**src/rtl/pwm_multi.sv**
```systemverilog
// Multi-channel Avalon-MM PWM: one shared prescaler and period counter, per-channel
// double-buffered duty with polarity, edge or center alignment, boundary event/irq.
module pwm_multi #(
  parameter int NUM_CH = 4,
  parameter int CNT_W  = 16,
  parameter int ADDR_W = 3
) (
  input  logic              clk,
  input  logic              reset_n,
  input  logic              chipselect,
  input  logic [ADDR_W-1:0] address,
  input  logic              read,
  input  logic              write,
  input  logic [31:0]       writedata,
  output logic [31:0]       readdata,
  output logic [NUM_CH-1:0] pwm_out,
  output logic              irq
);

  localparam logic [ADDR_W-1:0] A_CTRL     = ADDR_W'(0);
  localparam logic [ADDR_W-1:0] A_PERIOD   = ADDR_W'(1);
  localparam logic [ADDR_W-1:0] A_PRESCALE = ADDR_W'(2);
  localparam logic [ADDR_W-1:0] A_STATUS   = ADDR_W'(3);

  typedef enum logic {DIR_UP, DIR_DOWN} dir_t;

  logic              en, center, irq_en, evt;
  logic [NUM_CH-1:0] pol, raw;
  logic [CNT_W-1:0]  period_sh, period_sh_nxt, period_act, prescale;
  logic [CNT_W-1:0]  pre_cnt, cnt, cnt_nxt;
  logic [CNT_W-1:0]  duty_sh     [NUM_CH];
  logic [CNT_W-1:0]  duty_sh_nxt [NUM_CH];
  logic [CNT_W-1:0]  duty_act    [NUM_CH];
  logic              wr_en, tick, boundary;
  dir_t              dir, dir_nxt;
  logic [31:0]       rd_mux;
  logic              unused_wdata;

  assign wr_en        = chipselect & write;
  assign irq          = evt & irq_en;
  assign unused_wdata = ^writedata;

  // Shadow values as they will be after this edge, so a boundary load sees a same-edge write.
  always_comb begin
    period_sh_nxt = period_sh;
    if (wr_en && address == A_PERIOD) period_sh_nxt = writedata[CNT_W-1:0];
    for (int n = 0; n < NUM_CH; n++) begin
      duty_sh_nxt[n] = duty_sh[n];
      if (wr_en && address == ADDR_W'(4 + n)) duty_sh_nxt[n] = writedata[CNT_W-1:0];
    end
  end

  always_comb begin
    tick     = en && (pre_cnt >= prescale);
    boundary = 1'b0;
    cnt_nxt  = cnt;
    dir_nxt  = dir;
    if (tick) begin
      if (!center) begin
        if (cnt >= period_act) begin
          cnt_nxt  = '0;
          boundary = 1'b1;
        end else begin
          cnt_nxt = cnt + CNT_W'(1);
        end
      end else if (period_act == '0) begin
        cnt_nxt  = '0;
        dir_nxt  = DIR_UP;
        boundary = 1'b1;
      end else if (dir == DIR_DOWN || cnt >= period_act) begin
        if (cnt <= CNT_W'(1)) begin
          cnt_nxt  = '0;
          dir_nxt  = DIR_UP;
          boundary = 1'b1;
        end else begin
          cnt_nxt = cnt - CNT_W'(1);
          dir_nxt = DIR_DOWN;
        end
      end else begin
        cnt_nxt = cnt + CNT_W'(1);
      end
    end
  end

  always_comb begin
    for (int n = 0; n < NUM_CH; n++) raw[n] = (cnt < duty_act[n]);
  end

  always_comb begin
    rd_mux = '0;
    case (address)
      A_CTRL: begin
        rd_mux[0]           = en;
        rd_mux[1]           = center;
        rd_mux[2]           = irq_en;
        rd_mux[8 +: NUM_CH] = pol;
      end
      A_PERIOD:   rd_mux[CNT_W-1:0] = period_sh;
      A_PRESCALE: rd_mux[CNT_W-1:0] = prescale;
      A_STATUS:   rd_mux[0]         = evt;
      default:    ;
    endcase
    for (int n = 0; n < NUM_CH; n++) begin
      if (address == ADDR_W'(4 + n)) rd_mux[CNT_W-1:0] = duty_sh[n];
    end
  end

  always_ff @(posedge clk or negedge reset_n) begin
    if (!reset_n) begin
      en         <= 1'b0;
      center     <= 1'b0;
      irq_en     <= 1'b0;
      pol        <= '0;
      evt        <= 1'b0;
      period_sh  <= '0;
      period_act <= '0;
      prescale   <= '0;
      pre_cnt    <= '0;
      cnt        <= '0;
      dir        <= DIR_UP;
      pwm_out    <= '0;
      readdata   <= '0;
      for (int n = 0; n < NUM_CH; n++) begin
        duty_sh[n]  <= '0;
        duty_act[n] <= '0;
      end
    end else begin
      if (wr_en && address == A_CTRL) begin
        en     <= writedata[0];
        center <= writedata[1];
        irq_en <= writedata[2];
        pol    <= writedata[8 +: NUM_CH];
      end
      if (wr_en && address == A_PRESCALE) prescale <= writedata[CNT_W-1:0];

      period_sh <= period_sh_nxt;
      for (int n = 0; n < NUM_CH; n++) duty_sh[n] <= duty_sh_nxt[n];

      // While disabled the active copies follow the shadows so enabling starts clean.
      if (!en || boundary) begin
        period_act <= period_sh_nxt;
        for (int n = 0; n < NUM_CH; n++) duty_act[n] <= duty_sh_nxt[n];
      end

      if (boundary) evt <= 1'b1;
      else if (wr_en && address == A_STATUS && writedata[0]) evt <= 1'b0;

      if (!en) begin
        pre_cnt <= '0;
        cnt     <= '0;
        dir     <= DIR_UP;
      end else begin
        pre_cnt <= tick ? '0 : pre_cnt + CNT_W'(1);
        cnt     <= cnt_nxt;
        dir     <= dir_nxt;
      end
      if (wr_en && address == A_CTRL && writedata[1] != center) dir <= DIR_UP;

      pwm_out <= en ? (raw ^ pol) : pol;

      if (chipselect && read) readdata <= rd_mux;
    end
  end

endmodule
```
**config.mk**
```make
export PLATFORM = sky130hd
export DESIGN_NAME = pwm_multi
export DESIGN_NICKNAME = d
export VERILOG_FILES = /design/src/rtl/pwm_multi.sv
export SDC_FILE = /design/constraint.sdc
export NUM_CORES = 1
export LEC_CHECK = 0
export BUFFER_PORTS_ARGS = -buffer_cell sky130_fd_sc_hd__buf_4
export CORE_UTILIZATION = 65
export CTS_CLUSTER_SIZE = 12
export DETAILED_ROUTE_END_ITERATION = 10
export PLACE_DENSITY = 0.84
export SYNTH_ARGS = -nofsm -noshare
export SYNTH_HDL_FRONTEND = slang
export SYNTH_SLANG_ARGS = --single-unit
```
**constraint.sdc**
```tcl
create_clock -name clk -period 5 [get_ports clk]
set_input_delay 0.25 -clock clk [delete_from_list [all_inputs] [get_ports clk]]
set_output_delay 0.25 -clock clk [all_outputs]
set_load 0.01 [all_outputs]
```
==> run_results.csv, run 1 <==
group,metric,value,unit
timing,timing.fmax,282,MHz
cts,cts.htree.levels,1,
logic_synthesis,yosys.area_share.simple,0.0925,
timing,report.final.setup_viol,0,
power,power_frac_comb,0.293,
layout,final_layout_size_suffix_gt1_frac,0.233,
floorplan,core-area,20400,µm²
logic_synthesis,syn_area_per_cell,11.3,µm²
layout,final_nets,1383,
critical_path,critPathLaunchType,"flip-flop",
floorplan,die_w,147,µm
detailed_routing,drt_iter0_drc,862,
cts,cts_setup_buffers,0,
logic_synthesis,yosysSeqAreaShare,0.436,
layout,fin_util,0.729,
placement,place.gp.congestion,0.900,
global_routing,grt_max_degree,88,
detailed_routing,drc_errors,0,
floorplan,start_util,0.668,
logic_synthesis,synth_warnings,0,
global_routing,grt_pass1_wl,54.9,mm
floorplan,ios,77,
detailed_routing,drt_wl_total,34.2,mm
power,power.density,437,nW/µm²
cts,cts_resized,0,
cts,cts_hold_buf,8,
detailed_routing,ant_nets,0,
hold_path,hp-class,"in -> reg",
cts,cts.path.max_buffers,3,
timing,slew_headroom,0.155,
logic_synthesis,syn-cell-area,13600,µm²
power,swShare,0.313,
global_routing,grt_overflow,0,
logic_synthesis,syn-instance-count,1204,
logic_synthesis,synth_flop_cell,"dfrtp_1",
global_routing,grt_pass1_vias,9984,
hold_path,worstHoldPathCells,3,
cts,path_clk_slew,0.06,ns
timing,post-route-period-util,0.709,
logic_synthesis,yosys.area_share.adder,0.0883,
cts,numCtsBuffers,25,
critical_path,reg2reg_to,"cnt[9]$_DFFE_PN0N_",
layout,antenna_cells,0,
floorplan,placementRows,52,
critical_path,r2r_slack,1.45,ns
logic_synthesis,synth.distinct_cells,72,
floorplan,die_h,147,µm
layout,synthToLayoutAreaGrowth,9.14,%
hold_path,min_to,"prescale[12]$_DFFE_PN0P_",
timing,hold_ws,0.0228,ns
critical_path,end_kind,"flip-flop",
run,cap_violations,0,
power,power_switching,2.03,mW
timing,hold_viol,0,
logic_synthesis,synth_xor_area_frac,0.0135,
critical_path,critPathKind,"reg -> reg",
power,vdd_drop_max,0.209,mV
cts,cts-root-buf,"clkbuf_16",
timing,tightest_slew,1.27,ns
detailed_routing,wl_per_cell,22.3,µm
timing,fin_skew,0.0204,ns
outcome,outcome,"completed",
detailed_routing,dr.pass1.iters,5,
timing,rsz0062_at_grt,"no",
critical_path,path_max_fanout,18,
placement,dp_hpwl,23.2,mm
logic_synthesis,synth_edf_count,0,
logic_synthesis,synth_top_family_by_area,"multiplexers",
cts,worstSkewPairLatency,0.53,ns
power,clkPwrFrac,0.278,
timing,period_needed,3.55,ns
critical_path,rr_worst_depth,9,
logic_synthesis,synth-compound-area-share,0.109,
cts,cts_sinks,237,
power,p_leak,7.24,nW
layout,final_cell_mix,"237 x dfrtp_1, 99 x inv_1, 99 x mux2_2",
logic_synthesis,async_flop_share,1.00,
layout,layout_commonest_cell,"dfrtp_1",
detailed_routing,vias,9816,
cts,cts_tree,"done",
global_routing,grt_usage,0.328,
logic_synthesis,synth.area.mux_share,0.200,
logic_synthesis,ys_ff_latch,237,
timing,setup_tns,0,ns
floorplan,dieArea,21500,µm²
global_routing,grt_antenna_before_repair,0,
hold_path,min_from,"writedata[12]",
power,p_int,4.46,mW
detailed_routing,vias_per_cell,6.42,
placement,port_buffers,44,
timing,maxSlewViolCount,0,
critical_path,worstPathArrival,3.99,ns
critical_path,worstPathRequired,5.44,ns
critical_path,r2r-start,"prescale[15]$_DFFE_PN0P_",
power,p_seq_frac,0.429,
==> layer usage <==
layer  vias to the layer above  part of all wire  global-route usage
li1                       4365                 -                   -
met4                         0             0.025               0.106
met3                        73             0.077              0.0534
met2                       408              0.47               0.520
met1                      4970              0.43               0.461
met5                         -                 0                   0
==> power by group through the flow <==
stage	sequential [mW]	combinational, mW	clock [mW]
after floorplan	2.68	1.41	0
after global placement	2.76	1.77	0
after detailed placement	2.79	1.84	0
after CTS	2.77	1.89	1.82
after global routing	2.83	2.07	1.89
final	2.78	1.90	1.80
==> registers in the layout, summed over array words and instances (netlist names) <==
signal	count
pol	4
period_act	16
readdata	16
dir	1
pre_cnt	16
duty_act	64
duty_sh	64
cnt	16
prescale	16
pwm_out	4
evt	1
irq_en	1
period_sh	16
center	1
en	1
==> through the flow <==
stage	setup WS, ns	total power [mW]	instances	area [µm²]
after floorplan	2.43	4.09	1219	13700
after global placement	1.64	4.53	1482	14000
after detailed placement	1.54	4.62	1482	14000
after CTS	1.53	6.47	1530	14800
after global routing	1.34	6.79	1530	14800
final	1.45	6.48	1530	14800
==> worst max-delay path by stage <==
stage	startpoint	end	slack, ns	depth (start not counted)
after detailed placement	cnt[13]$_DFFE_PN0N_	duty_act[60]$_DFFE_PN0P_	1.54	9
after floorplan	cnt[5]$_DFFE_PN0N_	duty_act[0]$_DFFE_PN0P_	2.43	9
final	prescale[15]$_DFFE_PN0P_	cnt[9]$_DFFE_PN0N_	1.45	9
after global placement	cnt[0]$_DFFE_PN0N_	duty_act[44]$_DFFE_PN0P_	1.64	10
after CTS	cnt[9]$_DFFE_PN0N_	duty_act[13]$_DFFE_PN0P_	1.53	9
after global routing	cnt[9]$_DFFE_PN0N_	duty_act[30]$_DFFE_PN0P_	1.34	9
==> synthesized netlist by cell type (all sizes together) (6+ instances only) <==
cell type / number / area, µm²
mux2: 179 / 2320
nand2b: 13 / 83.8
xnor2: 9 / 78.8
mux2i: 25 / 250
a21o: 12 / 90.1
inv: 99 / 372
ha: 96 / 1200
and3: 15 / 93.8
xor2: 12 / 105
o21ai: 78 / 405
nand2: 85 / 327
nor2b: 9 / 56.3
dfrtp: 237 / 5930
nor3: 19 / 100
and4: 6 / 52.6
nand3: 25 / 125
mux4: 7 / 158
o211ai: 11 / 92.6
buf: 34 / 328
a222oi: 10 / 100
a21oi: 35 / 179
nor4: 8 / 71.3
o21a: 10 / 75.1
clkbuf: 30 / 113
nor2: 52 / 195
a211oi: 11 / 82.6
==> final cells by class <==
class	count	area, µm²
multi-input cells	819	6920
flip-flops and latches	237	5930
clock inverters	5	78.8
clock buffers	35	693
inverters	99	372
well taps	270	338
repair buffers	65	515
fillers	1300	5520
==> critical path: stages, from the launching register on <==
cell and delay, ns:
dfrtp_1 0.35, inv_1 0.07, ha_1 0.32, a2111oi_0 0.51, o21ai_0 0.19, o22ai_1 0.27
o21a_1 0.58, nand2_1 0.72, o31ai_1 0.29, a22o_1 0.18
==> logic make-up (layout without fill, tap and decap cells) <==
group           after synthesis  in the layout
simple gates                255            255
flops                       237            237
compound gates              220            220
mux                         211            211
buf+inv                     163            204
fa+ha+maj                    96             96
xor+xnor                     21             21
other cells                   1             16
Note: power is estimated with default switching activity, not from simulation.
==> run 2, diff against run 1 <==
--- a/config.mk
+++ b/config.mk
@@ -6,10 +6,10 @@
 export NUM_CORES = 1
 export LEC_CHECK = 0
 export BUFFER_PORTS_ARGS = -buffer_cell sky130_fd_sc_hd__buf_4
-export CORE_UTILIZATION = 65
+export CORE_UTILIZATION = 62
 export CTS_CLUSTER_SIZE = 12
 export DETAILED_ROUTE_END_ITERATION = 10
-export PLACE_DENSITY = 0.84
+export PLACE_DENSITY = 0.81
 export SYNTH_ARGS = -nofsm -noshare
 export SYNTH_HDL_FRONTEND = slang
 export SYNTH_SLANG_ARGS = --single-unit
==> constraint.sdc (replaced) <==
create_clock -name clk -period 3.31 [get_ports clk]
set_input_delay 0.1655 -clock clk [delete_from_list [all_inputs] [get_ports clk]]
set_output_delay 0.1655 -clock clk [all_outputs]
set_load 0.01 [all_outputs]
==> run 2 against run 1 <==
Compared with the run above: setup slack worse by 1.3 ns; critical path depth rose by 1; largest power group unchanged; sequential share of layout area decreased by 0.94 points; critical path type unchanged; fmax rose by 12%.
==> run_results.csv, run 2 (synthesized netlist as in run 1, its figures left out) <==
group,metric,value,unit
timing,slew_headroom,0.388,
critical_path,end_kind,"flip-flop",
timing,period_needed,3.15,ns
timing,report.final.setup_viol,0,
global_routing,grt_pass1_wl,56.1,mm
cts,cts.htree.levels,1,
timing,hold_viol,0,
floorplan,placementRows,53,
critical_path,crit_slowest_cell,"nor2_1",
power,finalPower,9.71,mW
floorplan,die_w,150,µm
global_routing,grt_usage,0.328,
cts,cts_tree,"done",
layout,final_cell_mix,"237 x dfrtp_1, 99 x inv_1, 99 x mux2_2",
critical_path,worstPathRequired,3.73,ns
floorplan,dieArea,22500,µm²
critical_path,critPathLaunchType,"flip-flop",
cts,worstSkewPairLatency,0.52,ns
timing,tightest_slew,0.915,ns
layout,synthToLayoutAreaGrowth,11.8,%
placement,place.gp.congestion,0.915,
critical_path,critical_path.cell_chain,"inv_1 -> ha_1 -> a2111oi_0 -> o21ai_0 -> o22ai_1 -> o21ai_0 -> nor2_1 -> buf_4 -> a311oi_1 -> a22oi_1",
cts,cts_sinks,237,
layout,final_nets,1425,
global_routing,grt_overflow,0,
power,p_leak,7.44,nW
timing,post-route-period-util,0.953,
detailed_routing,drt_wl_total,35.6,mm
detailed_routing,vias,9994,
power,vdd_drop_max,0.391,mV
floorplan,start_util,0.639,
critical_path,cp.buffers_inverters,2,
timing,maxSlewViolCount,0,
outcome,outcome,"completed",
global_routing,grt_max_degree,91,
timing,rsz0062_at_grt,"no",
floorplan,core-area,21300,µm²
placement,port_buffers,44,
global_routing,grt_antenna_before_repair,0,
detailed_routing,dr.pass1.iters,5,
cts,cts.path.max_buffers,3,
placement,dp_hpwl,24.6,mm
timing,timing.fmax,317,MHz
cts,path_clk_slew,0.06,ns
layout,final_layout_size_suffix_gt1_frac,0.249,
critical_path,max_stage_delay,0.54,ns
layout,antenna_cells,0,
layout,layout_commonest_cell,"dfrtp_1",
floorplan,die_h,150,µm
run,cap_violations,0,
layout,fillers,1387,
detailed_routing,ant_nets,0,
timing,hold_ws,0.00811,ns
cts,cts-root-buf,"clkbuf_16",
detailed_routing,drt_iter0_drc,868,
layout,reg_top3,"duty_act (64), duty_sh (64)",
critical_path,worstPathArrival,3.57,ns
critical_path,cp_top_family,"compound AO/OA/AOI/OAI gates",
floorplan,ios,77,
critical_path,path_common_cell,"o21ai_0",
timing,fin_skew,0.00962,ns
global_routing,grt_pass1_vias,10200,
detailed_routing,wl_per_cell,22.6,µm
detailed_routing,vias_per_cell,6.34,
detailed_routing,drc_errors,0,
cts,cts_setup_buffers,0,
hold_path,hp-class,"in -> reg",
power,power.density,638,nW/µm²
critical_path,path_max_fanout,5,
critical_path,critPathKind,"reg -> reg",
cts,numCtsBuffers,25,
timing,setup_tns,0,ns
[run 2: final timing paths]
path / from / endpoint / slack [ns] / depth (start not counted)
setup reg to reg: prescale[15]$_DFFE_PN0P_ / cnt[4]$_DFFE_PN0N_ / 0.16 / 10
hold / removal: read / readdata[11]$_DFFE_PN0P_ / 0.008 / 3
hold reg to reg: readdata[12]$_DFFE_PN0P_ / readdata[12]$_DFFE_PN0P_ / 0.48 / 2
min in group asynchronous: reset_n / readdata[0]$_DFFE_PN0P_ / 0.23 / 2
setup / recovery: prescale[15]$_DFFE_PN0P_ / cnt[4]$_DFFE_PN0N_ / 0.16 / 10
max in group asynchronous: reset_n / duty_act[32]$_DFFE_PN0P_ / 2.20 / 3
[run 2: routing by layer]
layer / up-vias / routed length [µm] / part of all wire / GRT usage
li1: 4444 / - / - / -
met2: 441 / 16500 / 0.46 / 0.526
met1: 5022 / 14800 / 0.42 / 0.441
met3: 87 / 3100 / 0.087 / 0.0655
met5: - / 0 / 0 / 0
met4: 0 / 1190 / 0.033 / 0.120
[run 2: what timing repair did]
| item | in CTS | in global routing |
|---|---|---|
| endpoints found under the hold margin | 174 | 0 |
| hold buffers | 17 | 0 |
| setup endpoints to repair | 0 | 0 |
| gates resized for setup | 0 | 0 |
[run 2: final cells by class]
type,instances,area [µm²],area share
Clock buffer,36,687,0.0452
Clock inverter,4,22.5,0.00148
Inverter,99,372,0.0244
Multi-Input combinational cell,819,6920,0.455
Sequential cell,237,5930,0.390
Tap cell,275,344,0.0226
Timing Repair Buffer,107,928,0.0611
[run 2: metrics by stage]
step	area (µm²)	utilization	setup slack, ns	std cells
detailed placement	14300	0.673	0.400	1520
floorplan	13700	-	0.738	1219
global route	15200	0.714	0.0701	1577
finish	15200	0.714	0.156	1577
global placement	14300	0.673	0.445	1520
CTS	15200	0.714	0.320	1577
[run 2: power by group]
group | leakage, nW | total [mW] | internal [mW] | switching, mW
Combinational | 4.13 | 2.96 | 1.52 | 1.43
Clock | 0.345 | 2.54 | 1.42 | 1.12
Sequential | 2.96 | 4.21 | 3.67 | 0.537
[run 2: worst register-to-register path: cells and delay by family (launching register included)]
kind / cells / cell delay (ns)
AO/OA/AOI/OAI: 6 / 1.52
flip-flops: 1 / 0.35
AND/OR/NAND/NOR: 1 / 0.55
buffers and inverters: 2 / 0.29
adder cells (fa/ha/maj): 1 / 0.33
==> run 3, diff against run 2 <==
--- a/config.mk
+++ b/config.mk
@@ -5,11 +5,12 @@
 export SDC_FILE = /design/constraint.sdc
 export NUM_CORES = 1
 export LEC_CHECK = 0
-export BUFFER_PORTS_ARGS = -buffer_cell sky130_fd_sc_hd__buf_4
+export BUFFER_PORTS_ARGS = -buffer_cell sky130_fd_sc_hd__clkbuf_2
 export CORE_UTILIZATION = 62
 export CTS_CLUSTER_SIZE = 12
 export DETAILED_ROUTE_END_ITERATION = 10
 export PLACE_DENSITY = 0.81
+export RECOVER_POWER = 25
 export SYNTH_ARGS = -nofsm -noshare
 export SYNTH_HDL_FRONTEND = slang
 export SYNTH_SLANG_ARGS = --single-unit
==> run 3 against run 2 <==
Compared with the run above: first-iteration DRC count fell by 0.46%; cell count hardly changed; via count shrank 0.33%; the flow now finishes with violations (capacitance limit, slew limit); sequential share of layout area about the same; register-to-register slack better by 0.03 ns; critical path type unchanged; die area did not move; non-clock buffer count shrank 1; clock power is 15% higher; setup slack gained 0.032 ns; critical path depth unchanged; critical endpoint unchanged; hold slack improved by 0.0079 ns; count of clock-buffer cells in the layout is 1 higher.
==> run_results.csv, run 3 (synthesized netlist as in run 1, its figures left out) <==
group,metric,value,unit
critical_path,end_kind,"flip-flop",
timing,slew_headroom,-0.715,
detailed_routing,drt_iter0_drc,864,
floorplan,placementRows,53,
critical_path,path_max_fanout,5,
cts,cts_tree,"done",
layout,reg_top3,"duty_act (64), duty_sh (64)",
critical_path,worstPathArrival,3.57,ns
critical_path,path_common_cell,"o21ai_0",
timing,post-route-period-util,0.943,
detailed_routing,drc_errors,0,
critical_path,max_stage_delay,0.57,ns
outcome,outcome,"finished, violations left",
critical_path,worstPathRequired,3.75,ns
placement,place.gp.congestion,0.892,
timing,period_needed,3.12,ns
global_routing,grt_usage,0.328,
cts,numCtsBuffers,26,
layout,final_layout_size_suffix_gt1_frac,0.250,
global_routing,grt_max_degree,99,
floorplan,ios,77,
layout,final_nets,1425,
floorplan,start_util,0.639,
placement,port_buffers,44,
cts,cts_sinks,237,
layout,fin_util,0.714,
timing,setup_tns,0,ns
detailed_routing,ant_nets,0,
timing,tightest_slew,2.57,ns
layout,final_cell_mix,"237 x dfrtp_1, 99 x inv_1, 96 x mux2_2, 96 x ha_1, 84 x nand2_1",
cts,cts.path.max_buffers,3,
timing,rsz0062_at_grt,"no",
timing,fin_skew,0.0182,ns
floorplan,dieArea,22500,µm²
cts,cts.htree.levels,1,
floorplan,core-area,21300,µm²
detailed_routing,drt_wl_total,35.5,mm
timing,timing.fmax,320,MHz
timing,hold_ws,0.0160,ns
detailed_routing,vias,9961,
detailed_routing,vias_per_cell,6.31,
critical_path,critPathKind,"reg -> reg",
critical_path,critical_path.cell_chain,"inv_1 -> ha_1 -> a2111oi_0 -> o21ai_0 -> o22ai_1 -> o21ai_0 -> nor2_1 -> buf_4 -> a311oi_1 -> a22oi_1",
global_routing,grt_pass1_wl,56.1,mm
critical_path,r2r_slack,0.19,ns
layout,antenna_cells,0,
power,vdd_drop_max,0.363,mV
timing,report.final.setup_viol,0,
cts,cts_setup_buffers,0,
floorplan,die_h,150,µm
floorplan,die_w,150,µm
layout,synthToLayoutAreaGrowth,11.7,%
detailed_routing,wl_per_cell,22.5,µm
critical_path,critPathLaunchType,"flip-flop",
hold_path,hp-class,"in -> reg",
cts,path_clk_slew,0.06,ns
cts,cts-root-buf,"clkbuf_16",
global_routing,grt_overflow,0,
run,cap_violations,1,
timing,hold_viol,0,
global_routing,grt_antenna_before_repair,1,
detailed_routing,dr.pass1.iters,5,
cts,worstSkewPairLatency,0.53,ns
critical_path,crit_slowest_cell,"nor2_1",
global_routing,grt_pass1_vias,10100,
layout,layout_commonest_cell,"dfrtp_1",
power,power.density,661,nW/µm²
power,p_leak,7.46,nW
placement,dp_hpwl,24.8,mm
timing,maxSlewViolCount,97,
outcome,violations,"capacitance limit, slew limit",
[run 3: cell count changes in the layout (fill, tap and decap cells not counted), sizes merged]
cell         change
clkinv           -2
inv              +1
dlygate4sd3      -5
clkbuf          +47
buf             -42
bufinv           +2
[run 3: power breakdown]
part           internal, mW  leakage [nW]  switching (mW)
logic                  1.47          4.08            1.41
registers              3.67          2.96           0.561
clock network          1.76         0.417            1.16
[run 3: what timing repair did]
action / in CTS / in global routing
hold buffers: 12 / 0
gates resized for setup: 0 / 0
endpoints found under the hold margin: 114 / 0
[run 3: worst max-delay path, delay by kind of cell (launching register included)]
kind                       cells  cell delay [ns]
AOI/OAI and AO/OA              6             1.51
and+or+nand+nor                1             0.57
DFF                            1             0.35
adders and majority gates      1             0.32
buffers and inverters          2             0.29
[run 3: path summary, 6_finish.rpt]
kind,from,endpoint,depth (start not counted)
max in group asynchronous,reset_n,cnt[10]$_DFFE_PN0N_,2
hold reg to reg,readdata[0]$_DFFE_PN0P_,readdata[0]$_DFFE_PN0P_,2
hold / removal,read,readdata[11]$_DFFE_PN0P_,3
min in group asynchronous,reset_n,pre_cnt[3]$_DFF_PN0_,2
setup / recovery,prescale[15]$_DFFE_PN0P_,cnt[4]$_DFFE_PN0N_,10
setup reg to reg,prescale[15]$_DFFE_PN0P_,cnt[4]$_DFFE_PN0N_,10
[run 3: layer usage]
metal / global-route usage / up-vias / wire [µm]
met5: 0 / - / 13
met4: 0.122 / 2 / 1050
met3: 0.0588 / 71 / 2430
met2: 0.532 / 399 / 16700
met1: 0.440 / 5034 / 15200
li1: - / 4455 / -
[run 3: layout make-up]
type | count | area, µm²
multi-input cells | 819 | 6910
fillers | 1421 | 6090
flip-flops and latches | 237 | 5930
repair buffers | 106 | 779
clock buffers | 37 | 773
inverters | 99 | 372
well taps | 275 | 344
clock inverters | 5 | 81.3
[run 3: per-stage QoR]
| stage | std cells | setup slack, ns | cell area (µm²) | total power [mW] |
|---|---|---|---|---|
| 6_report | 1578 | 0.188 | 15200 | 10.0 |
| 5_1_grt | 1578 | 0.00645 | 15200 | 10.5 |
| 4_1_cts | 1578 | 0.333 | 15200 | 10.0 |
| 3_5_place_dp | 1524 | 0.348 | 14200 | 7.03 |
| 3_3_place_gp | 1524 | 0.428 | 14200 | 6.88 |
| 2_1_floorplan | 1219 | 0.738 | 13700 | 6.18 |
